===== src/rtl/isb_pkg.sv =====
// Shared types for the ISB prefetch stream buffer: entry lifecycle states and
// the default address width matching the ISB predictor.
package isb_pkg;

  localparam int ADDR_W = 16;

  typedef enum logic [1:0] {
    FREE    = 2'd0,
    PENDING = 2'd1,
    ISSUED  = 2'd2,
    READY   = 2'd3
  } entry_state_e;

  typedef struct packed {
    entry_state_e        state;
    logic [ADDR_W-1:0]   addr;
  } entry_t;

endpackage


===== src/rtl/pf_cam.sv =====
// DEPTH-way parallel address compare against a qualified set of entries.
// Produces a one-hot match vector (given unique qualified addresses) and a hit bit.
module pf_cam #(
  parameter int DEPTH  = 4,
  parameter int ADDR_W = 16
) (
  input  logic [ADDR_W-1:0]             key,
  input  logic [DEPTH-1:0][ADDR_W-1:0]  entry_addr,
  input  logic [DEPTH-1:0]              qual,
  output logic [DEPTH-1:0]              match,
  output logic                          hit
);

  always_comb begin
    for (int i = 0; i < DEPTH; i++) begin
      match[i] = qual[i] && (entry_addr[i] == key);
    end
  end

  assign hit = |match;

endmodule


===== src/rtl/isb_prefetch_buffer.sv =====
// Ordered prefetch stream buffer behind the ISB predictor: dedups and queues
// predicted addresses, issues them to memory, tracks fills, retires on demand hits.
module isb_prefetch_buffer
  import isb_pkg::*;
#(
  parameter int DEPTH  = 4,
  parameter int ADDR_W = isb_pkg::ADDR_W
) (
  input  logic              clk,
  input  logic              reset,
  input  logic              pf_v,
  input  logic [ADDR_W-1:0] pf_addr,
  input  logic              dmd_v,
  input  logic [ADDR_W-1:0] dmd_addr,
  output logic              mem_req_v,
  output logic [ADDR_W-1:0] mem_req_addr,
  input  logic              mem_req_ready,
  input  logic              mem_fill_v,
  input  logic [ADDR_W-1:0] mem_fill_addr,
  output logic              dmd_hit,
  output logic              dmd_hit_ready,
  output logic [7:0]        drop_cnt
);

  localparam int IW = $clog2(DEPTH);
  localparam logic [IW:0] FULL = (IW+1)'(DEPTH);

  typedef logic [IW-1:0] idx_t;

  entry_state_e                 state_q [DEPTH];
  entry_state_e                 state_d [DEPTH];
  logic [DEPTH-1:0][ADDR_W-1:0] addr_q, addr_d;
  idx_t                         head_q, head_d, tail_q, tail_d, iss_q, iss_d;
  logic [IW:0]                  count_q, count_d;
  logic [7:0]                   drop_q, drop_d;
  logic                         dmd_hit_d, dmd_hit_ready_d;

  logic [DEPTH-1:0] live_m, issued_m;
  logic [DEPTH-1:0] dup_match, dmd_match, fill_match, popped;
  logic             dup_hit, dmd_hit_c, fill_hit;

  always_comb begin
    for (int i = 0; i < DEPTH; i++) begin
      live_m[i]   = (state_q[i] != FREE);
      issued_m[i] = (state_q[i] == ISSUED);
    end
  end

  // All three lookups see pre-cycle contents only.
  pf_cam #(.DEPTH(DEPTH), .ADDR_W(ADDR_W)) u_dup_cam (
    .key(pf_addr), .entry_addr(addr_q), .qual(live_m), .match(dup_match), .hit(dup_hit)
  );
  pf_cam #(.DEPTH(DEPTH), .ADDR_W(ADDR_W)) u_dmd_cam (
    .key(dmd_addr), .entry_addr(addr_q), .qual(live_m), .match(dmd_match), .hit(dmd_hit_c)
  );
  pf_cam #(.DEPTH(DEPTH), .ADDR_W(ADDR_W)) u_fill_cam (
    .key(mem_fill_addr), .entry_addr(addr_q), .qual(issued_m), .match(fill_match), .hit(fill_hit)
  );

  logic        pop, alloc, full_drop, issue, iss_popped;
  idx_t        dmd_idx, dmd_k, new_head;
  logic [IW:0] pop_n, iss_pos;

  assign mem_req_v    = (state_q[iss_q] == PENDING);
  assign mem_req_addr = addr_q[iss_q];

  assign pop       = dmd_v && dmd_hit_c;
  assign alloc     = pf_v && !dup_hit && (count_q != FULL);
  assign full_drop = pf_v && !dup_hit && (count_q == FULL);
  assign issue     = mem_req_v && mem_req_ready;
  assign dmd_k     = dmd_idx - head_q;
  assign pop_n     = {1'b0, dmd_k} + 1'b1;
  assign new_head  = head_q + dmd_k + 1'b1;

  // iss == head is ambiguous when the queue is full and fully issued; the
  // head entry's state tells "next to issue" apart from "past the tail".
  assign iss_pos = (iss_q == head_q && count_q != '0 && state_q[iss_q] != PENDING)
                   ? count_q : {1'b0, idx_t'(iss_q - head_q)};
  assign iss_popped = pop && (iss_pos <= {1'b0, dmd_k});

  // NOTE: every always_comb output gets a default first so no path infers a latch.
  always_comb begin
    dmd_idx = '0;
    for (int i = 0; i < DEPTH; i++) begin
      popped[i] = pop && (idx_t'(idx_t'(i) - head_q) <= dmd_k);
      if (dmd_match[i]) dmd_idx = idx_t'(i);
    end
  end

  always_comb begin
    state_d = state_q;
    addr_d  = addr_q;
    for (int i = 0; i < DEPTH; i++) begin
      if (mem_fill_v && fill_match[i]) state_d[i] = READY;
    end
    if (issue) state_d[iss_q] = ISSUED;
    if (alloc) begin
      state_d[tail_q] = PENDING;
      addr_d[tail_q]  = pf_addr;
    end
    // Retirement overrides fill and issue on the same entry.
    for (int i = 0; i < DEPTH; i++) begin
      if (popped[i]) state_d[i] = FREE;
    end

    head_d  = pop ? new_head : head_q;
    tail_d  = alloc ? tail_q + 1'b1 : tail_q;
    count_d = count_q + {{IW{1'b0}}, alloc} - (pop ? pop_n : '0);
    if (iss_popped)  iss_d = new_head;
    else if (issue)  iss_d = iss_q + 1'b1;
    else             iss_d = iss_q;

    drop_d = (full_drop && drop_q != 8'hFF) ? drop_q + 8'd1 : drop_q;

    dmd_hit_d       = pop;
    dmd_hit_ready_d = pop && (state_q[dmd_idx] == READY);
  end

  // NOTE: sequential state uses non-blocking assignments only, so every flop
  // samples pre-edge values regardless of statement order.
  always_ff @(posedge clk) begin
    if (reset) begin
      for (int i = 0; i < DEPTH; i++) state_q[i] <= FREE;
      head_q        <= '0;
      tail_q        <= '0;
      iss_q         <= '0;
      count_q       <= '0;
      drop_q        <= '0;
      dmd_hit       <= 1'b0;
      dmd_hit_ready <= 1'b0;
    end else begin
      state_q       <= state_d;
      head_q        <= head_d;
      tail_q        <= tail_d;
      iss_q         <= iss_d;
      count_q       <= count_d;
      drop_q        <= drop_d;
      dmd_hit       <= dmd_hit_d;
      dmd_hit_ready <= dmd_hit_ready_d;
    end
  end

  // NOTE: the address array is not reset; an address is only ever observed
  // through an entry whose state is non-FREE, and state is reset.
  always_ff @(posedge clk) begin
    addr_q <= addr_d;
  end

  assign drop_cnt = drop_q;

  logic unused_fill_hit;
  assign unused_fill_hit = fill_hit;

endmodule


===== config.mk =====
export PLATFORM = sky130hd
export DESIGN_NAME = isb_prefetch_buffer
export DESIGN_NICKNAME = d
export VERILOG_FILES = /design/src/rtl/isb_pkg.sv /design/src/rtl/pf_cam.sv /design/src/rtl/isb_prefetch_buffer.sv
export SDC_FILE = /design/constraint.sdc
export NUM_CORES = 1
export LEC_CHECK = 0
export ABC_AREA = 1
export CAP_MARGIN = 10
export CORE_MARGIN = 2
export CORE_UTILIZATION = 55
export DETAILED_ROUTE_END_ITERATION = 8
export GPL_TIMING_DRIVEN = 0
export PLACE_DENSITY = 0.9
export RECOVER_POWER = 50
export SKIP_LAST_GASP = 1
export SLEW_MARGIN = 25
export SYNTH_ARGS = -nofsm -noshare
export SYNTH_HDL_FRONTEND = slang
export SYNTH_SLANG_ARGS = --single-unit
export TNS_END_PERCENT = 30

===== constraint.sdc =====
create_clock -name clk -period 5.2 [get_ports clk]
set_clock_uncertainty 0.1 [all_clocks]
set_input_delay 1.04 -clock clk [delete_from_list [all_inputs] [get_ports clk]]
set_output_delay 1.04 -clock clk [all_outputs]
set_load 0.03 [all_outputs]

After elaboration in Yosys (flattened, before gate mapping):

Index checks and enable logic that the tools add are counted.

* mux-type cells: 28
* reduce and logical (&&, ||, !) cells: 46
* equal/unequal tests: 23
* add/sub/neg operators: 14
* bitwise operators: 9
* $lt $le $gt $ge: 13

Operators with widths (number)
* 16-bit equality test: 12
* 64-bit bitwise mux: 1
* 1-bit logical AND: 33
* 16-bit binary-select mux with 2-bit select: 1
* 16-bit demux with 2-bit select: 1
* 16-bit two-way mux: 2
* 2-bit two-way mux: 14
* 8-bit two-way mux: 2
* 2-bit equality test, second input constant: 5
* 2-bit nonzero test: 5
* 3-bit >= comparator, second input constant: 3
* 2-bit inverter with 3-bit output: 3
* 8-bit by 1-bit adder with 8-bit output, second input constant: 1
* 4-bit bitwise AND: 2
* 2-bit binary-select mux with 2-bit select: 2
* 2-bit demux with 2-bit select: 2
* 2-bit <= comparator: 4
* 8-bit inequality test, second input constant: 1
* 4-bit inverter: 2
* 4-bit bitwise OR: 2
* 2-bit OR reduction: 4
* 4-bit OR reduction: 2
* 2-bit by 1-bit adder with 2-bit output, second input constant: 3
* 2-bit by 3-bit less-than comparator with 1-bit output, second input constant: 2
* 19 further kinds: 24

* bits of input ports: 54
* word-level logic and storage cells: 148
* register bits after elaboration: 91

Logic depth before layout (Yosys ltp):

* depth in word-level cells: 11
* mapped depth: 23
* gate-level depth less buffers: 22

Modules after synthesis:

From an unflattened synthesis, not the netlist that was laid out.

* cell total of the unflattened synthesis: 1235
* area total of the unflattened synthesis: 7634.8 um2

By module, submodules not included
* isb_prefetch_buffer: instances 1, seq. area each 2462.4 um2, area each 4249.1 um2, cells an instance 422
* pf_cam: instances 3, seq. area each 0.0 um2, area each 1128.6 um2, cells an instance 271

Least setup slack after synthesis:

No wires, ideal clock.

* path type: input -> register
* from: input dmd_addr[14]
* to: register count_q[2]
* stages: 20
* library setup time: 110 ps
* required time: 4990 ps
* path slack: 838 ps
* data arrival time: 4152 ps
* buffers on the path: 1
* path through: buf_4 inv_1 or2_2 nand3b_1 nor2_1 nand3_1 nand2b_1 nand2_1 inv_1 ha_1 fa_1 nor2_1 nand3b_1 ha_1 fa_1 xor2_1 xor2_1 nand4_1 nand2_1 nor2_1

* word-level cells in the longest chain between the ends: 9
* elaborated cells between the ends (all ways): 17
* those cells by class: 3 x add/sub; 4 x eq/ne; 4 x mux; 6 x reduce/logical

RTL lines
* start, declared: line isb_prefetch_buffer.sv:14 `input logic [ADDR_W-1:0] dmd_addr,`
* 16-bit equality test: line pf_cam.sv:16 `match[i] = qual[i] && (entry_addr[i] == key);`
* 1-bit logical AND: line pf_cam.sv:16
* 1-bit two-way mux: line isb_prefetch_buffer.sv:86 `if (dmd_match[i]) dmd_idx = idx_t'(i);`
* 2-bit two-way mux (2 in series): line isb_prefetch_buffer.sv:86
* 2-bit subtractor: line isb_prefetch_buffer.sv:71 `assign dmd_k = dmd_idx - head_q;`
* 2-bit by 1-bit adder with 3-bit output: line isb_prefetch_buffer.sv:72 `assign pop_n = {1'b0, dmd_k} + 1'b1;`
* 3-bit two-way mux (*): line isb_prefetch_buffer.sv:108 `count_d = count_q + {{IW{1'b0}}, alloc} - (pop ? pop_n : '0);`
* 3-bit subtractor (*): line isb_prefetch_buffer.sv:108
* end signal, assigned: line isb_prefetch_buffer.sv:136 `count_q <= count_d;`
* end, declared: line isb_prefetch_buffer.sv:34 `logic [IW:0] count_q, count_d;`

Mark *: on every way between the ends. The rest lies on a longest branch, timed or not.
A chain may end at the register's enable or synchronous reset.

Final worst setup path:

* from: input dmd_addr[8]
* to: register count_q[2]

Same word-level chain as after synthesis.

==> results.cfg <==
[status]
status = complete, no violations

[cts]
clkTransAtPathRegs_ns = 0.08
numClockSinks = 91
cts_root_buffer = clkbuf_16
clkLatencyLatePin_ns = 0.37
h-tree-depth = 3
postCtsHoldBufs = 0
cts_buffers = 9
cts_tree = yes
cts_resized = 0
post_cts.repair.setup_buffers = 0
ctsLongestPathBuffers = 2

[floorplanning]
start_util_pct = 55.93
fp-row-count = 43
die-area_sq_um = 14970
die_h_um = 122.4
core_area_sq_um = 13770
num_io_pins = 81
die_w_um = 122.4

[sta]
layout_setup_ws_ns = 0.1735
hold_viol_final = 0
relSlewSlack_pct = 31.66
post-route-min-period_ns = 5.027
setup-violations-final = 0
worst_slew_pin_slew_ns = 1.025
post-route-period-util_pct = 96.66
fmax_ghz = 0.1989
drv_slew = 0
rsz0062_at_grt = no
tns_ns = 0

[critical_path]
crit_slowest_cell = fa_2
path_common_cell = nand2_1
cpPeakStageDelay_ns = 0.63
cp_num_cells = 19
crit_family = adder cells
critPathLaunchType = input pin
worstPathCellList = clkdlybuf4s50_1 > xnor2_1 > nand2_1 > nor2b_1 > nand3_1 > nand2b_1 > nand2_1 > inv_1 > ha_1 > fa_2 > nor2_2 > nand3b_1 > ha_1 > fa_1 > xor2_1 > xor2_1 > nand4_1 > nand2_1 > nor2_1
reg2reg_depth = 19
critPathBufInv = 2
critical_path.endpoint_type = flip-flop
cp.arrival_ns = 5.19
required_ns = 5.36
crit_type = input pin to flip-flop
crit_fanout = 6

[place]
dp_hpwl_mm = 22.88
gp_congestion = 1.059
dp_slack_ns = -0.3059
io_buffers = 76

[logic_synthesis]
syn-instance-count = 1200
ys_warn_count = 0
synth_seq_cells = 91
postSynthAreaPerCell_sq_um = 6.420
netlist.area_leader.share_pct = 24.95
synth_top_area_cell = edfxtp_1
synth_nets = 1276
synth-seq-area-share_pct = 31.96
synth_cell_types = 41
ys_top_cells_by_area = edfxtp_1 (25%), nand2_1 (20%), nor2_1 (7.2%)
synth_area_sq_um = 7704

[finish]
finish.utilization_pct = 65.29
multi_input_area_sq_um = 4486
seq_area_sq_um = 2462
drive_gt1_share_pct = 5.108
syn_to_final_growth_pct = 16.73
final_common_cell = nand2_1
fill_cells = 1272
nets = 1363
antenna_cells = 0
final_cell_mix = nand2_1 (412), nor2_1 (148), inv_1 (145), a21oi_1 (75), edfxtp_1 (64)

[global_route]
grt_usage_pct = 39.94
grt_max_degree = 19
grt_pass1_vias = 7929
grt-ovfl-total = 0
antenna_found_initial = 0
grt_pass1_wl_mm = 43.97

[hold_path]
hold_path.class = flip-flop to flip-flop
hold_path_depth = 2

[detailed_routing]
routed_wirelength_mm = 29.32
ant_nets = 0
route.met3.wl_mm = 3.358
vias = 8673
wl_met2_mm = 12.89
wl_met1_mm = 11.57
via_per_inst = 5.892
avgRoutedWirePerCell_um = 19.92
dr.max_layer_used = met4
drc = 0
drt_iter0_markers = 1163
drt_pass1_iterations = 6

[pwr]
leakagePower_nw = 4.372
power_density_nw_per_um2 = 267.7
power.total_w = 0.002407
ir_worst_vdd_v = 0.0001909

[job]
cap_viol_max_count = 0
metrics by stage:
step / hold WS (ns) / cells / instance area [sq um]
after floorplan: 0.3752 / 1200 / 7704
after global placement: 0.3827 / 1456 / 8690
after detailed placement: 0.3956 / 1456 / 8690
after CTS: 0.4082 / 1472 / 8984
after global routing: 0.4448 / 1472 / 8992
final: 0.4017 / 1472 / 8992
flip-flops by register name (all words and copies together), names as in the netlist:
| name | count |
|---|---|
| state_q | 8 |
| dmd_hit | 1 |
| dmd_hit_ready | 1 |
| drop_cnt | 8 |
| head_q | 2 |
| iss_q | 2 |
| addr_q | 64 |
| tail_q | 2 |
| count_q | 3 |
kinds of logic (layout without fill, tap and decap cells):
| family | Yosys count | count (layout) | share of synthesized area, % |
|---|---|---|---|
| adders and majority gates | 22 | 22 | 3.866 |
| DFF | 91 | 91 | 31.96 |
| buffers and inverters | 193 | 285 | 9.680 |
| and+or+nand+nor | 670 | 670 | 36.15 |
| xor gates and xnor gates | 59 | 59 | 6.708 |
| AOI/OAI and AO/OA | 165 | 165 | 11.63 |
layer usage:
layer	track usage, %	vias up
met1	53.97	3982
li1	-	4016
met5	0	-
met3	7.156	98
met2	61.22	577
met4	20.55	0
final timing paths:
| check | startpoint | endpoint | slack (ns) |
|---|---|---|---|
| setup / recovery | dmd_addr[8] | count_q[2] | 0.17 |
| hold / removal | drop_cnt[3] | drop_cnt[3] | 0.40 |
| hold reg to reg | drop_cnt[3] | drop_cnt[3] | 0.40 |
| setup reg to reg | addr_q[47] | count_q[2] | 0.87 |
area by class of cell:
cell class	instances	area share (%)
multi-input cells	916	49.88
flip-flops and latches	91	27.38
repair buffers	76	8.682
inverters	168	7.013
clock buffers	9	2.505
well taps	180	2.505
plain buffers	25	1.266
clock inverters	7	0.7653
power breakdown:
part | switching, W | internal (W)
Clock | 0.000324 | 0.000339
Combinational | 0.000550 | 0.000274
Sequential | 0.0000753 | 0.000844
Yosys cell counts, drive strengths merged:
master,count
nand2,416
inv,167
nor2,154
a21oi,75
edfxtp,64
o21ai,52
nand3,43
nand4,37
xnor2,34
dfxtp,27
o22ai,27
xor2,25
ha,19
clkbuf,13
buf,12
nand3b,6
nor3,5
fa,3
o2111ai,3
or2,3
a211oi,2
and2,2
nor3b,2
o211ai,2
o21bai,2
a21o,1
a31oi,1
clkinv,1
nand2b,1
nor2b,1
worst min-delay path, stage by stage (launching register included):
cell,delay (ns)
dfxtp_1,0.34
nand2_1,0.07
a21oi_1,0.05
(Power assumes the default switching activity.)
